[src/rtl/music_sequencer.sv]
// music_sequencer: plays a song stored in an on-chip note table as a square wave.
// Each entry holds {half_period, duration}; half_period 0 is a rest, duration 0
// marks the end of the song. Define MUSIC_GAP_EN to insert a GAP_CYCLES silent
// gap after every note; without it notes are separated only by the LOAD cycle.
module music_sequencer #(
  parameter int unsigned DEPTH      = 64,
  parameter int unsigned PERIOD_W   = 28,
  parameter int unsigned DUR_W      = 28,
  parameter int unsigned GAP_CYCLES = 2_500_000
) (
  input  logic                     Clock,
  input  logic                     Reset,
  input  logic                     play,
  input  logic                     pause,
  input  logic                     stop,
  input  logic                     loop_en,
  input  logic                     wr_en,
  input  logic [$clog2(DEPTH)-1:0] wr_addr,
  input  logic [PERIOD_W-1:0]      wr_half_period,
  input  logic [DUR_W-1:0]         wr_duration,
  output logic                     Buzzer,
  output logic                     busy,
  output logic [$clog2(DEPTH)-1:0] note_idx,
  output logic                     done
);

  localparam int unsigned AW = $clog2(DEPTH);
  localparam int unsigned EW = PERIOD_W + DUR_W;
`ifdef MUSIC_GAP_EN
  localparam int unsigned GW = $clog2(GAP_CYCLES + 1);
`endif

  typedef enum logic [2:0] {
    S_IDLE,
    S_LOAD,
    S_PLAY,
    S_PAUSED
`ifdef MUSIC_GAP_EN
    , S_GAP
`endif
  } state_e;

  state_e                state_q, state_d, resume_q, resume_d;
  logic [AW-1:0]         idx_q, idx_d;
  logic [PERIOD_W-1:0]   hp_q, hp_d, tone_q, tone_d;
  logic [DUR_W-1:0]      len_q, len_d, dcnt_q, dcnt_d;
  logic                  buzz_q, buzz_d, done_q, done_d;
  logic                  play_q, pause_q, stop_q;
  logic                  play_e, pause_e, stop_e;
  logic                  pausable, advance, end_song;
  logic [EW-1:0]         mem [DEPTH];
  logic [EW-1:0]         rd_q;
  logic [PERIOD_W-1:0]   rd_hp;
  logic [DUR_W-1:0]      rd_dur;
`ifdef MUSIC_GAP_EN
  logic [GW-1:0]         gap_q, gap_d;
`endif

  assign play_e  = play  & ~play_q;
  assign pause_e = pause & ~pause_q;
  assign stop_e  = stop  & ~stop_q;
  assign rd_hp   = rd_q[EW-1:DUR_W];
  assign rd_dur  = rd_q[DUR_W-1:0];

`ifdef MUSIC_GAP_EN
  assign pausable = (state_q == S_PLAY) || (state_q == S_GAP);
`else
  assign pausable = (state_q == S_PLAY);
`endif

  // The tone phase lives in buzz_q even while paused; only PLAY makes it audible.
  assign Buzzer   = buzz_q & (state_q == S_PLAY);
  assign busy     = (state_q != S_IDLE);
  assign note_idx = idx_q;
  assign done     = done_q;

  // Note table: write port plus a registered read that prefetches the next index.
  always_ff @(posedge Clock) begin
    if (wr_en) mem[wr_addr] <= {wr_half_period, wr_duration};
    rd_q <= mem[idx_d];
  end

  // Next-state, counters and note sequencing.
  always_comb begin
    state_d  = state_q;
    resume_d = resume_q;
    idx_d    = idx_q;
    hp_d     = hp_q;
    len_d    = len_q;
    tone_d   = tone_q;
    dcnt_d   = dcnt_q;
    buzz_d   = buzz_q;
    done_d   = 1'b0;
    advance  = 1'b0;
    end_song = 1'b0;
`ifdef MUSIC_GAP_EN
    gap_d    = gap_q;
`endif
    case (state_q)
      S_IDLE: begin
        if (play_e) begin
          state_d = S_LOAD;
          idx_d   = '0;
        end
      end
      S_LOAD: begin
        hp_d  = rd_hp;
        len_d = rd_dur;
        if (rd_dur == '0) begin
          end_song = 1'b1;
        end else begin
          state_d = S_PLAY;
          tone_d  = '0;
          dcnt_d  = '0;
          buzz_d  = 1'b0;
        end
      end
      S_PLAY: begin
        dcnt_d = dcnt_q + DUR_W'(1);
        if (hp_q == '0) begin
          buzz_d = 1'b0;
          tone_d = '0;
        end else if (tone_q == hp_q - PERIOD_W'(1)) begin
          buzz_d = ~buzz_q;
          tone_d = '0;
        end else begin
          tone_d = tone_q + PERIOD_W'(1);
        end
        if (dcnt_q == len_q - DUR_W'(1)) begin
          buzz_d = 1'b0;
          tone_d = '0;
          dcnt_d = '0;
`ifdef MUSIC_GAP_EN
          state_d = S_GAP;
          gap_d   = '0;
`else
          advance = 1'b1;
`endif
        end
      end
`ifdef MUSIC_GAP_EN
      S_GAP: begin
        if (gap_q == GW'(GAP_CYCLES - 1)) begin
          gap_d   = '0;
          advance = 1'b1;
        end else begin
          gap_d = gap_q + GW'(1);
        end
      end
`endif
      S_PAUSED: begin
        if (play_e) state_d = resume_q;
      end
      default: state_d = S_IDLE;
    endcase

    if (advance) begin
      if (idx_q == AW'(DEPTH - 1)) begin
        end_song = 1'b1;
      end else begin
        state_d = S_LOAD;
        idx_d   = idx_q + AW'(1);
      end
    end

    if (end_song) begin
      done_d  = 1'b1;
      idx_d   = '0;
      state_d = loop_en ? S_LOAD : S_IDLE;
    end

    // The pausing cycle still counts as played; PAUSED resumes into whatever
    // state that cycle would have led to. A pause landing on song end is dropped.
    if (pause_e && pausable && !end_song) begin
      resume_d = state_d;
      state_d  = S_PAUSED;
    end

    if (stop_e) begin
      state_d = S_IDLE;
      idx_d   = '0;
      buzz_d  = 1'b0;
      tone_d  = '0;
      dcnt_d  = '0;
      done_d  = 1'b0;
`ifdef MUSIC_GAP_EN
      gap_d   = '0;
`endif
    end
  end

  // State, working registers and edge-detect stages.
  always_ff @(posedge Clock or posedge Reset) begin
    if (Reset) begin
      state_q  <= S_IDLE;
      resume_q <= S_IDLE;
      idx_q    <= '0;
      hp_q     <= '0;
      len_q    <= '0;
      tone_q   <= '0;
      dcnt_q   <= '0;
      buzz_q   <= 1'b0;
      done_q   <= 1'b0;
      play_q   <= 1'b0;
      pause_q  <= 1'b0;
      stop_q   <= 1'b0;
`ifdef MUSIC_GAP_EN
      gap_q    <= '0;
`endif
    end else begin
      state_q  <= state_d;
      resume_q <= resume_d;
      idx_q    <= idx_d;
      hp_q     <= hp_d;
      len_q    <= len_d;
      tone_q   <= tone_d;
      dcnt_q   <= dcnt_d;
      buzz_q   <= buzz_d;
      done_q   <= done_d;
      play_q   <= play;
      pause_q  <= pause;
      stop_q   <= stop;
`ifdef MUSIC_GAP_EN
      gap_q    <= gap_d;
`endif
    end
  end

endmodule

[config.mk]
export PLATFORM = sky130hd
export DESIGN_NAME = music_sequencer
export DESIGN_NICKNAME = d
export VERILOG_FILES = /design/src/rtl/music_sequencer.sv
export SDC_FILE = /design/constraint.sdc
export NUM_CORES = 2
export LEC_CHECK = 0
export CORE_MARGIN = 2
export CORE_UTILIZATION = 45
export CTS_CLUSTER_DIAMETER = 150
export CTS_CLUSTER_SIZE = 25
export DETAILED_ROUTE_END_ITERATION = 12
export SYNTH_ARGS = -nofsm -noshare
export SYNTH_HDL_FRONTEND = slang
export SYNTH_SLANG_ARGS = --single-unit
[constraint.sdc]
create_clock -name Clock -period 8.55 [get_ports Clock]
set_clock_uncertainty 0.05 [all_clocks]
set_input_delay 1.2825 -clock Clock [delete_from_list [all_inputs] [get_ports Clock]]
set_output_delay 1.2825 -clock Clock [all_outputs]
set_load 0.05 [all_outputs]
-- Word level (Yosys, flattened, before mapping)
Memories as Yosys holds them, arrays and structs flattened. A register that Yosys moved wholly into a read port is not among the register bits.
Cells that the tools add are included.
- output and inout bits: 9
- bits in writable memories: 3584
- input port bits: 69
- flip-flop bits (word level): 129
- memories kept: 1
- $add $sub $neg: 5
- muxes and demuxes: 41
- reduce and logical (&&, ||, !) cells: 10
- equality and inequality tests: 8
- bitwise operators: 8
- memories (name ; depth ; bits a word ; read ports ; clocked after memory_dff ; wr ports ; line ; text):
    mem ; 64 ; 56 ; 1 ; 1 ; 1 ; 51 ; logic [EW-1:0] mem [DEPTH];
- operator list (operator ; count):
    $mux 28 ; 7
    $pmux 28 s2 ; 2
    $add 28x1->28 const B ; 2
    $eq 28x28->1 ; 2
    $logic_not 28->1 ; 2
    $sub 28x1->28 const B ; 2
    $mux 6 ; 6
    $mux 3 ; 8
    $mux 1 ; 16
    $pmux 3 s4 ; 1
    $add 6x1->6 const B ; 1
    $eq 3x2->1 const B ; 2
    $eq 6x6->1 const B ; 1
    $reduce_bool 3->1 ; 2
    $ne 5x2->1 const B ; 1
    $and 1x1->1 ; 4
    $not 1->1 ; 4
    $eq 3x1->1 const B ; 1
    $logic_not 3->1 ; 1
    $ne 3x3->1 const B ; 1
    $reduce_and 3->1 ; 1
    $logic_and 1x1->1 ; 2
    $pmux 1 s2 ; 1
    $reduce_and 2->1 ; 1
    $logic_not 1->1 ; 1

-- Logic depth before layout (Yosys ltp)
- depth after elaboration: 9
- mapped depth: 21
- mapped depth without buffers: 17

-- Worst setup path after synthesis
Ideal clock, no wire load.
- kind: input port to flip-flop
- start point: in wr_addr[3]
- end point: mem mem[48][0] in the netlist's numbering, enable pin
- required time: 7.962 ns
- setup slack: 2.370 ns
- data arrival time: 5.591 ns
- path buffers: 1
- cell stages on the path: 4
- setup time: 0.538 ns
- path through: clkbuf_1 > nor2b_1 > nand4b_1 > nor3_1
- RTL lines (what ; line ; text):
    start, declared ; 18 ; input logic [$clog2(DEPTH)-1:0] wr_addr,
    end, declared ; 51 ;
Straight into the memory's write port.

-- Worst setup path in the final report
- start point: reg len_q[0]
- end point: reg rd_q[54] (read register of mem)
- word-level cells in the longest chain between the ends: 7
- elaborated cells on any way between the ends: 8
- ends and longest elaborated chain (what ; line ; text):
    start, declared ; 46 ; logic [DUR_W-1:0] len_q, len_d, dcnt_q, dcnt_d;
    start signal, assigned ; 215 ; len_q <= len_d;
    $sub 28x1->28 (*) ; 129 ; if (dcnt_q == len_q - DUR_W'(1)) begin
    $eq 28x28->1 (*) ; 129 ;
    $mux 1 (*) ; 129 ;
    $mux 1 (*) ; 99 ; case (state_q)
    $mux 6 or $mux 1 (tied branches) ; 157 ; if (advance) begin
    $mux 6 (*) ; 166 ; if (end_song) begin
    $mux 6 (*) ; 179 ; if (stop_e) begin
    end, declared ; 52 ; logic [EW-1:0] rd_q;
Every way passes the cells marked *; elsewhere a longest branch is shown, timed or not.
A chain may end at the register's enable or synchronous reset.

==> run_results.csv <==
group,metric,value,unit
run_status,outcome,"finished clean",
power,peakVddDrop,173.1,uV
clock_network,htree_levels,4,
placement,gp_congestion,0.8508,
die,die_y,579.5,um
synthesis,ys_warn_count,0,
die,die-area,335800,um^2
placement,port_buffers,77,
hold_path,hold_class,"reg2reg",
synthesis,syn_avg_cell_area,14.09,um^2
hold_path,hold_path_depth,1,
worst_setup_path,r2r-end,"rd_q[54]",
synthesis,async_flop_share,3.423,%
worst_setup_path,r2r_start,"len_q[0]",
worst_setup_path,crit_required,9.27,ns
placement,hpwl,291400,um
synthesis,yosysSeqAreaShare,75.12,%
synthesis,synth_edf_count,3584,
power,internal-power,24.88,mW
timing,rsz0062_at_grt,"no",
detailed_routing,drtIter0Drc,17930,
die,ios,78,
worst_setup_path,path_max_fanout,61,
clock_network,insertion_delay,0.97,ns
power,p_sw,7.028,mW
grt,grt_use_total,33.00,%
timing,setup_ws,1.188,ns
power,leakagePower,55.04,nW
grt,antenna_found_initial,63,
synthesis,synthCells,10580,
detailed_routing,firstDrtPassIters,6,
power,comb_power_share,4.2,%
synthesis,syn-num-nets,10650,
layout,final_area,161200,um^2
clock_network,clock_path_buffers,4,
detailed_routing,highest_layer,"met5",
power,switching_share,22.02,%
detailed_routing,wl_met1,205000,um
worst_setup_path,worstSetupStartpointType,"register",
layout,drive_above_1_share,6.923,%
layout,flow.area_growth_from_synthesis,8.128,%
synthesis,syn_area,149100,um^2
clock_network,postCtsSetupRepairBufs,0,
die,rows,211,
clock_network,cts_buffers,173,
worst_setup_path,r2r_cells,17,
detailed_routing,drt_wl_total,563000,um
timing,max_freq,0.1358,GHz
timing,post-route-period-util,86.10,%
flow_run,cap_violations,0,
placement,place_ws,1.339,ns
grt,grt_pass1_wl,763600,um
synthesis,synth_seq_cells,3769,
detailed_routing,vias,99360,
timing,slew_violations,0,
detailed_routing,wl_per_cell,37.52,um
clock_network,clkSlewWorstSetupHoldPaths,0.11,ns
grt,grt_pass1_vias,91460,
timing,fin_setup_tns,0,ns
timing,hold_viol_final,0,
die,initial_core_util,45.17,%
clock_network,clockRootBuffer,"clkbuf_16",
detailed_routing,wl_met3,79570,um
timing,setup_violations,0,
worst_setup_path,end_kind,"register",
grt,overflow,0,
synthesis,synth_flop_cell,"edfxtp_1",
synthesis,yosysUniqueCellTypes,84,
worst_setup_path,reg2reg_setup_slack,1.19,ns
grt,grt_max_degree,153,
die,core_area,330000,um^2
clock_network,clkSinkCount,3769,
power,fin_total_pwr,31.91,mW
clock_network,hold_buffers,0,
timing,timing.final.crit_period,7.362,ns
layout,layout.nets,10540,
power,pwr-share-clk,30.7,%
detailed_routing,vias_per_cell,6.621,
timing,maxSlewHeadroom,5.706,%
clock_network,tritoncts,"yes",
power,power_density,198.0,nW/um^2
hold_path,hold_end,"resume_q[1]",
worst_setup_path,worstSetupPathType,"reg2reg",
clock_network,cts-resized-gates,0,
detailed_routing,route.met2.wl,246500,um
placement,post_dp_cell_area,156100,um^2
power,seqPwrFrac,65.1,%
detailed_routing,drc,0,
worst_setup_path,worst_ep_arrival_time,8.09,ns
die,die_x,579.5,um
detailed_routing,ant_nets,0,
hold_path,hold_path_startpoint,"resume_q[1]",
timing,worstMarginPinSlew,1.411,ns
-- worst max-delay path: stages, from the launching register on --
cell and delay, ns:
dfrtp_1 0.48, inv_1 0.12, ha_1 0.29, nor4b_1 0.58, nand4_1 0.28, or4_1 0.55, a221oi_1 0.32, nand4_1 0.13
or4_1 0.54, nor4b_4 0.53, mux2_8 0.57, inv_8 0.60, nand2_1 0.52, buf_4 0.40, o2111ai_1 0.29, a21oi_1 0.10
a311oi_1 0.61, nor3_1 0.12
-- through the flow --
stage | hold WS, ns | util, % | cells
final | 0.4474 | 48.84 | 15010
after global routing | 0.4618 | 48.82 | 14980
after CTS | 0.4500 | 48.81 | 14970
after detailed placement | 0.4264 | 47.30 | 14660
after global placement | 0.4131 | 47.30 | 14660
after floorplan | 0.3596 | - | 10580
-- kinds of logic after synthesis --
logic type                 after synthesis  share of synthesized area [%]
AOI/OAI and AO/OA                     1659                          7.002
xor gates and xnor gates               114                         0.6699
adders and majority gates                6                        0.05036
buffers and inverters                  690                          2.151
DFF                                   3769                          75.12
muxes                                  632                          4.305
and+or+nand+nor                       3708                          10.70
-- sequential cells by signal, indices dropped and copies added (netlist names) --
name      count
buzz_q        1
resume_q      3
state_q       3
mem        3584
len_q        28
done          1
stop_q        1
play_q        1
hp_q         28
tone_q       28
note_idx      6
rd_q         56
pause_q       1
dcnt_q       28
-- power by group through the flow --
stage / Sequential [mW] / Clock, mW / Combinational [mW]
2_1_floorplan: 21.1 / 0 / 0.793
3_3_place_gp: 21.2 / 0 / 1.29
3_5_place_dp: 21.2 / 0 / 1.33
4_1_cts: 20.8 / 9.78 / 1.33
5_1_grt: 20.8 / 10.4 / 1.47
6_report: 20.8 / 9.79 / 1.34
-- cells in the final DEF, fill, tap and decap left out, types with 177 or more instances in the layout --
master / instances
nor2_1: 189
edfxtp_1: 3584
mux2i_1: 571
o22ai_1: 324
a21oi_1: 479
buf_4: 216
o21ai_0: 233
a31oi_1: 214
nand2_1: 2291
clkbuf_16: 177
nand3_1: 656
-- per-layer routing --
metal	up-vias	GRT usage, %
met5	-	0
met3	1405	8.524
met2	7428	49.62
li1	39560	-
met4	32	15.35
met1	50930	45.05
-- final cells by class --
type | count | area [um^2]
Tap cell | 4366 | 5463
Inverter | 22 | 118.9
Antenna cell | 37 | 92.59
Timing Repair Buffer | 384 | 3934
Fill cell | 27980 | 168800
Clock buffer | 299 | 4887
Sequential cell | 3769 | 112000
Clock inverter | 10 | 113.9
Multi-Input combinational cell | 6119 | 34590
-- synth_stat cells (23+ instances only) --
master     count  area, um^2
edfxtp_1    3584      107600
nand3_1      658        3293
nand2_1     2301        8637
a32o_1        23       230.2
xor2_1        59       516.8
o311ai_0      28       245.2
nor3_1       144       720.7
a31oi_1      214        1339
o21ai_0      233        1166
o2111ai_1     48       420.4
and3_1       128       800.8
buf_1         27       101.4
o211ai_1      34       255.2
xnor2_1       55       481.7
clkbuf_1     281        1055
o221ai_1      57       499.2
a32oi_1       48       420.4
nand4_1       28       175.2
o22ai_1      324        2027
or3_1         27       168.9
mux2i_1      571        5715
mux2_2        57       641.9
buf_2        301        1506
a21oi_1      480        2402
buf_4         54       405.4
dfrtp_1      129        3228
nor4_1        52       325.3
nor2_1       258       968.4
dfxtp_1       56        1121
-- worst max path at each step --
stage                from          to  slack [ns]  cells past startpoint
2_1_floorplan  wr_addr[3]  mem[48][0]        2.37                      4
3_3_place_gp     len_q[0]    rd_q[31]        1.37                     18
3_5_place_dp     len_q[0]    rd_q[31]        1.34                     18
4_1_cts          len_q[0]    rd_q[31]        1.27                     18
5_1_grt          len_q[0]    rd_q[24]        0.79                     16
6_report         len_q[0]    rd_q[54]        1.19                     17
No activity file was read; power rests on OpenSTA's default activity.
